--- src/rtl/mmio_decoder.sv ---
// mmio_decoder: host-side MMIO address decoder and transaction sequencer.
// A fixed window at BASE_ADDR is split into NUM_SLAVES slots of 2**SLOT_BITS
// bytes each. An accepted request selects one slot and waits for its ready
// signal. The CPU then gets one registered response.
// Optional build macro: MMIO_TIMEOUT_EN. When it is defined, a bounded-wait
// counter forces an error completion after TIMEOUT_CYCLES ACCESS cycles.
// Without it, ACCESS waits indefinitely for the slot's ready.
module mmio_decoder #(
  parameter int          NUM_SLAVES     = 4,
  parameter logic [31:0] BASE_ADDR      = 32'h8000_0000,
  parameter int          SLOT_BITS      = 8,
  parameter int          TIMEOUT_CYCLES = 255,
  parameter logic [31:0] ERR_RDATA      = 32'hDEAD_BEEF
) (
  input  logic                     clk_i,
  input  logic                     rst_i,
  input  logic                     mem_valid_i,
  input  logic [31:0]              mem_addr_i,
  input  logic [31:0]              mem_wdata_i,
  input  logic [3:0]               mem_wstrb_i,
  output logic                     mem_ready_o,
  output logic [31:0]              mem_rdata_o,
  output logic [NUM_SLAVES-1:0]    sel_o,
  output logic [31:0]              slv_addr_o,
  output logic [31:0]              slv_wdata_o,
  output logic [3:0]               slv_wstrb_o,
  input  logic [NUM_SLAVES-1:0]    slv_ready_i,
  input  logic [32*NUM_SLAVES-1:0] slv_rdata_i,
  output logic                     err_o
);

  localparam logic [1:0] ST_IDLE   = 2'd0;
  localparam logic [1:0] ST_ACCESS = 2'd1;
  localparam logic [1:0] ST_RESP   = 2'd2;

  // The window spans 16 slot positions; bits above them form the window tag.
  localparam int TAG_LSB = SLOT_BITS + 4;

  // Parameter combinations the decoder cannot honour stop elaboration.
  if (NUM_SLAVES < 1 || NUM_SLAVES > 16 || TIMEOUT_CYCLES < 1 ||
      SLOT_BITS < 1 || SLOT_BITS > 27) begin : g_badParams
    $error("mmio_decoder: illegal parameter set");
  end

  logic [1:0]  r_state;
  logic [3:0]  r_idx;
  logic [31:0] r_addr;
  logic [31:0] r_wdata;
  logic [3:0]  r_wstrb;
  logic [31:0] r_rdata;
  logic        r_err;

  logic [3:0]            w_reqIdx;
  logic                  w_inWindow;
  logic                  w_hit;
  logic                  w_slotReady;
  logic [31:0]           w_slotData;
  logic [NUM_SLAVES-1:0] w_sel;
  logic                  w_timeout;

  assign w_reqIdx   = mem_addr_i[SLOT_BITS+3:SLOT_BITS];
  assign w_inWindow = (mem_addr_i[31:TAG_LSB] == BASE_ADDR[31:TAG_LSB]);
  assign w_hit      = w_inWindow && ({1'b0, w_reqIdx} < 5'(NUM_SLAVES));

  // Pick the ready bit and read data of the latched slot; the other slots' ready bits are ignored.
  always_comb begin
    w_slotReady = 1'b0;
    w_slotData  = '0;
    for (int k = 0; k < NUM_SLAVES; k++) begin
      if (r_idx == 4'(k)) begin
        w_slotReady = slv_ready_i[k];
        w_slotData  = slv_rdata_i[32*k +: 32];
      end
    end
  end

  // One-hot slot select, asserted only while the access is in flight.
  always_comb begin
    w_sel = '0;
    if (r_state == ST_ACCESS) begin
      for (int k = 0; k < NUM_SLAVES; k++) begin
        if (r_idx == 4'(k)) begin
          w_sel[k] = 1'b1;
        end
      end
    end
  end

`ifdef MMIO_TIMEOUT_EN
  localparam int CNT_W = $clog2(TIMEOUT_CYCLES + 1);

  logic [CNT_W-1:0] r_count;

  assign w_timeout = (r_count == CNT_W'(TIMEOUT_CYCLES - 1));

  // Count ACCESS cycles and saturate so the count never wraps. Clear it whenever no access is in flight.
  always_ff @(posedge clk_i) begin
    if (rst_i) begin
      r_count <= '0;
    end else if (r_state == ST_ACCESS) begin
      if (r_count != CNT_W'(TIMEOUT_CYCLES)) begin
        r_count <= r_count + 1'b1;
      end
    end else begin
      r_count <= '0;
    end
  end
`else
  assign w_timeout = 1'b0;
`endif

  // Transaction sequencer: latch the request in IDLE and wait for the slot in ACCESS. Hand back one response in RESP.
  always_ff @(posedge clk_i) begin
    if (rst_i) begin
      r_state <= ST_IDLE;
      r_idx   <= '0;
      r_addr  <= '0;
      r_wdata <= '0;
      r_wstrb <= '0;
      r_rdata <= '0;
      r_err   <= 1'b0;
    end else begin
      case (r_state)
        ST_IDLE: begin
          if (mem_valid_i) begin
            r_addr  <= mem_addr_i;
            r_wdata <= mem_wdata_i;
            r_wstrb <= mem_wstrb_i;
            r_idx   <= w_reqIdx;
            if (w_hit) begin
              r_err   <= 1'b0;
              r_state <= ST_ACCESS;
            end else begin
              r_rdata <= ERR_RDATA;
              r_err   <= 1'b1;
              r_state <= ST_RESP;
            end
          end
        end
        ST_ACCESS: begin
          if (w_slotReady) begin
            r_rdata <= w_slotData;
            r_err   <= 1'b0;
            r_state <= ST_RESP;
          end else if (w_timeout) begin
            r_rdata <= ERR_RDATA;
            r_err   <= 1'b1;
            r_state <= ST_RESP;
          end
        end
        ST_RESP: begin
          r_state <= ST_IDLE;
        end
        default: begin
          r_state <= ST_IDLE;
        end
      endcase
    end
  end

  assign sel_o       = w_sel;
  assign slv_addr_o  = r_addr;
  assign slv_wdata_o = r_wdata;
  assign slv_wstrb_o = (r_state == ST_ACCESS) ? r_wstrb : 4'h0;
  assign mem_ready_o = (r_state == ST_RESP);
  assign err_o       = (r_state == ST_RESP) && r_err;
  assign mem_rdata_o = r_rdata;

endmodule

--- config.mk ---
export PLATFORM = sky130hd
export DESIGN_NAME = mmio_decoder
export DESIGN_NICKNAME = d
export VERILOG_FILES = /design/src/rtl/mmio_decoder.sv
export SDC_FILE = /design/constraint.sdc
export NUM_CORES = 1
export LEC_CHECK = 0
export CAP_MARGIN = 10
export CORE_MARGIN = 2
export CORE_UTILIZATION = 38
export DETAILED_ROUTE_END_ITERATION = 8
export PLACE_DENSITY = 0.85
export SYNTH_ARGS = -nofsm -noshare
export SYNTH_HDL_FRONTEND = slang
export SYNTH_SLANG_ARGS = --single-unit
--- constraint.sdc ---
create_clock -name clk_i -period 2.2 [get_ports clk_i]
set_input_delay 0.33 -clock clk_i [delete_from_list [all_inputs] [get_ports clk_i]]
set_output_delay 0.33 -clock clk_i [all_outputs]
set_load 0.03 [all_outputs]
==> run_results.csv <==
group,metric,value,unit
outcome,outcome,"complete, no violations",
detailed_routing,drc,0,
global_routing,grt_pass1_vias,5471,
timing,slew_headroom,65.76,%
timing,post-route-min-period,2.088,ns
floorplan,die_y,120.7,um
timing,min_period_over_period,94.90,%
min_path,hold_class,"flop to flop",
floorplan,start_util,39.05,%
setup_path,critPathCaptureType,"primary output",
global_routing,grt_overflow,0,
floorplan,fp-row-count,42,
clock_network,clk_pin_slew,0.08,ns
setup_path,cp.required,1.87,ns
run,cap_violations,0,
pwr,swShare,29.11,%
placement,port_buffers,308,
finish,layout_commonest_cell,"clkdlybuf4s50_1",
setup_path,cp.arrival,1.76,ns
detailed_routing,vias,5675,
clock_network,cts.sinks,103,
clock_network,cts_tree,"built",
finish,n_fill_cell,1135,
clock_network,cts_buffers,9,
global_routing,grt_pass1_wl,28630,um
finish,drive_gt1_share,12.16,%
clock_network,ctsResizeCount,0,
placement,post_dp_cell_area,0.008431,mm2
detailed_routing,totalWireLength,18550,um
detailed_routing,wl_per_cell,17.44,um
finish,final_cell_mix,"296 x clkdlybuf4s50_1, 138 x nand2_1, 102 x dfxtp_1",
timing,final_max_slew_viol_count,0,
timing,fmax,479.0,MHz
floorplan,die_w,120.7,um
placement,place_congestion,0.7695,
clock_network,htreeDepth,3,
global_routing,grtUsageTotal,24.99,%
pwr,powerDensity,584.7,mW/mm2
timing,hold_viol_final,0,
finish,syn_to_final_growth,69.13,%
yosys,ys_types,41,
timing,clock_skew,0.01009,ns
pwr,p_int,3.625,mW
yosys,ys_async_sr_fraction,0,%
pwr,switchingPower,1.489,mW
timing,holdWs,0.4528,ns
yosys,syn_area_per_cell,8.590,um2
setup_path,critical_path_class,"flop to primary output",
clock_network,hold_buffers,0,
timing,tightestPinTransition,0.5136,ns
placement,dp_hpwl,13530,um
setup_path,critPathMaxFanout,29,
detailed_routing,dr.pass1.iters,4,
yosys,synth_area,0.005171,mm2
floorplan,io_pins,309,
clock_network,post-cts-setup-buffer-count,0,
finish,design_area,0.008746,mm2
pwr,p_comb_share,26.7,%
floorplan,die-area,0.01456,mm2
detailed_routing,drt_iter0_drc,325,
finish,nNetsFinal,1086,
yosys,syn_nets,805,
timing,rsz0062_at_grt,"false",
timing,finalSetupViolations,0,
yosys,yosysSeqAreaShare,39.87,%
pwr,clkPwrFrac,33.0,%
pwr,p_leak,3.126,nW
setup_path,start_kind,"flop",
pwr,pwr-share-seq,40.3,%
yosys,synth_edf_count,0,
clock_network,clock_path_buffers,2,
yosys,ys_seq_elements,103,
global_routing,grt_max_degree,103,
clock_network,clk_latency,0.35,ns
detailed_routing,ant_nets,0,
clock_network,cts_root_buf,"clkbuf_16",
detailed_routing,via_per_inst,5.334,
pwr,irDropWorstVdd,613.2,uV
global_routing,antenna_found_initial,0,
yosys,syn_inst,602,
floorplan,core,0.01324,mm2
yosys,ys_warn_count,0,
yosys,synth_top_flop_cell,"dfxtp_1",
finish,diodes,0,
-- sequential cells by signal, indices dropped and copies added (netlist names) --
name	flops
r_idx	3
r_err	1
slv_addr_o	29
slv_wdata_o	32
r_wstrb	4
r_state	2
mem_rdata_o	32
-- cells in the mapped netlist, types with 3 or more instances --
cell type  instances  share of area (%)
a21oi_1           93                9.0
a2bb2oi_1          8                1.4
a32oi_1            8                1.4
a41oi_1           24                4.1
and2_1             5               0.60
buf_1              5               0.36
buf_2             13                1.3
buf_6              3               0.65
clkbuf_1          34                2.5
dfxtp_1          103                 40
inv_1              8               0.58
mux2_2            33                7.2
mux2i_1           32                6.2
nand2_1          139                 10
nor2_1            31                2.3
nor4_1             5               0.60
o221ai_1           5               0.85
o221ai_2          19                5.5
o41ai_1            8                1.4
-- worst max-delay path, stage by stage, from the launching register on --
cell	delay [ns]
dfxtp_1	0.41
nor4b_2	0.40
buf_12	0.22
nor3b_2	0.18
buf_4	0.18
-- layer usage --
metal | global-route usage, % | vias up | share of wire, %
li1 | - | 2752 | -
met1 | 27.51 | 2636 | 38
met2 | 43.61 | 242 | 50
met3 | 8.821 | 45 | 9.2
met4 | 10.25 | 0 | 3.4
met5 | 0 | - | 0
-- cell families after synthesis --
group	share of synthesized area [%]
AO/OA/AOI/OAI	24.97
buffers and inverters	5.395
flip-flops	39.87
multiplexers	14.11
AND/OR/NAND/NOR	15.65
-- cell type report --
class,count,area [um2],area share [%]
Tap cell,176,220.2,2.518
Timing Repair Buffer,325,3256,37.22
Multi-Input combinational cell,435,2855,32.65
Clock inverter,6,76.32,0.8727
Inverter,9,33.78,0.3863
Clock buffer,10,239.0,2.732
Sequential cell,103,2066,23.62
-- path summary, 6_finish.rpt --
check | cells after the start | end | slack (ns) | startpoint
min reg2reg | 2 | slv_addr_o[7]$_SDFFE_PP0P_ | 0.45 | slv_addr_o[7]$_SDFFE_PP0P_
max reg2reg | 4 | mem_rdata_o[20]$_SDFFE_PP0P_ | 0.41 | r_idx[0]$_SDFFE_PP0P_
max | 4 | sel_o[0] | 0.11 | r_idx[2]$_SDFFE_PP0P_
min | 2 | slv_addr_o[7]$_SDFFE_PP0P_ | 0.45 | slv_addr_o[7]$_SDFFE_PP0P_
-- through the flow --
stage	worst slack (ns)	setup TNS (ns)	power (mW)	utilization [%]	cells
after floorplan	0.1599	0	2.749	-	602
after global placement	0.05816	0	3.449	63.66	1048
after detailed placement	-0.04935	-0.09511	3.469	63.66	1048
after CTS	0.1080	0	5.159	66.04	1064
after global routing	0.0003977	0	5.325	66.04	1064
final	0.1123	0	5.113	66.04	1064
-- power by group through the flow --
stage	registers, mW	logic (mW)	clock network (mW)
after floorplan	2.30	0.446	0
after global placement	2.10	1.35	0
after detailed placement	2.11	1.36	0
after CTS	2.06	1.37	1.73
after global routing	2.08	1.45	1.79
final	2.06	1.36	1.69
Power figures use the tool's default switching activity.
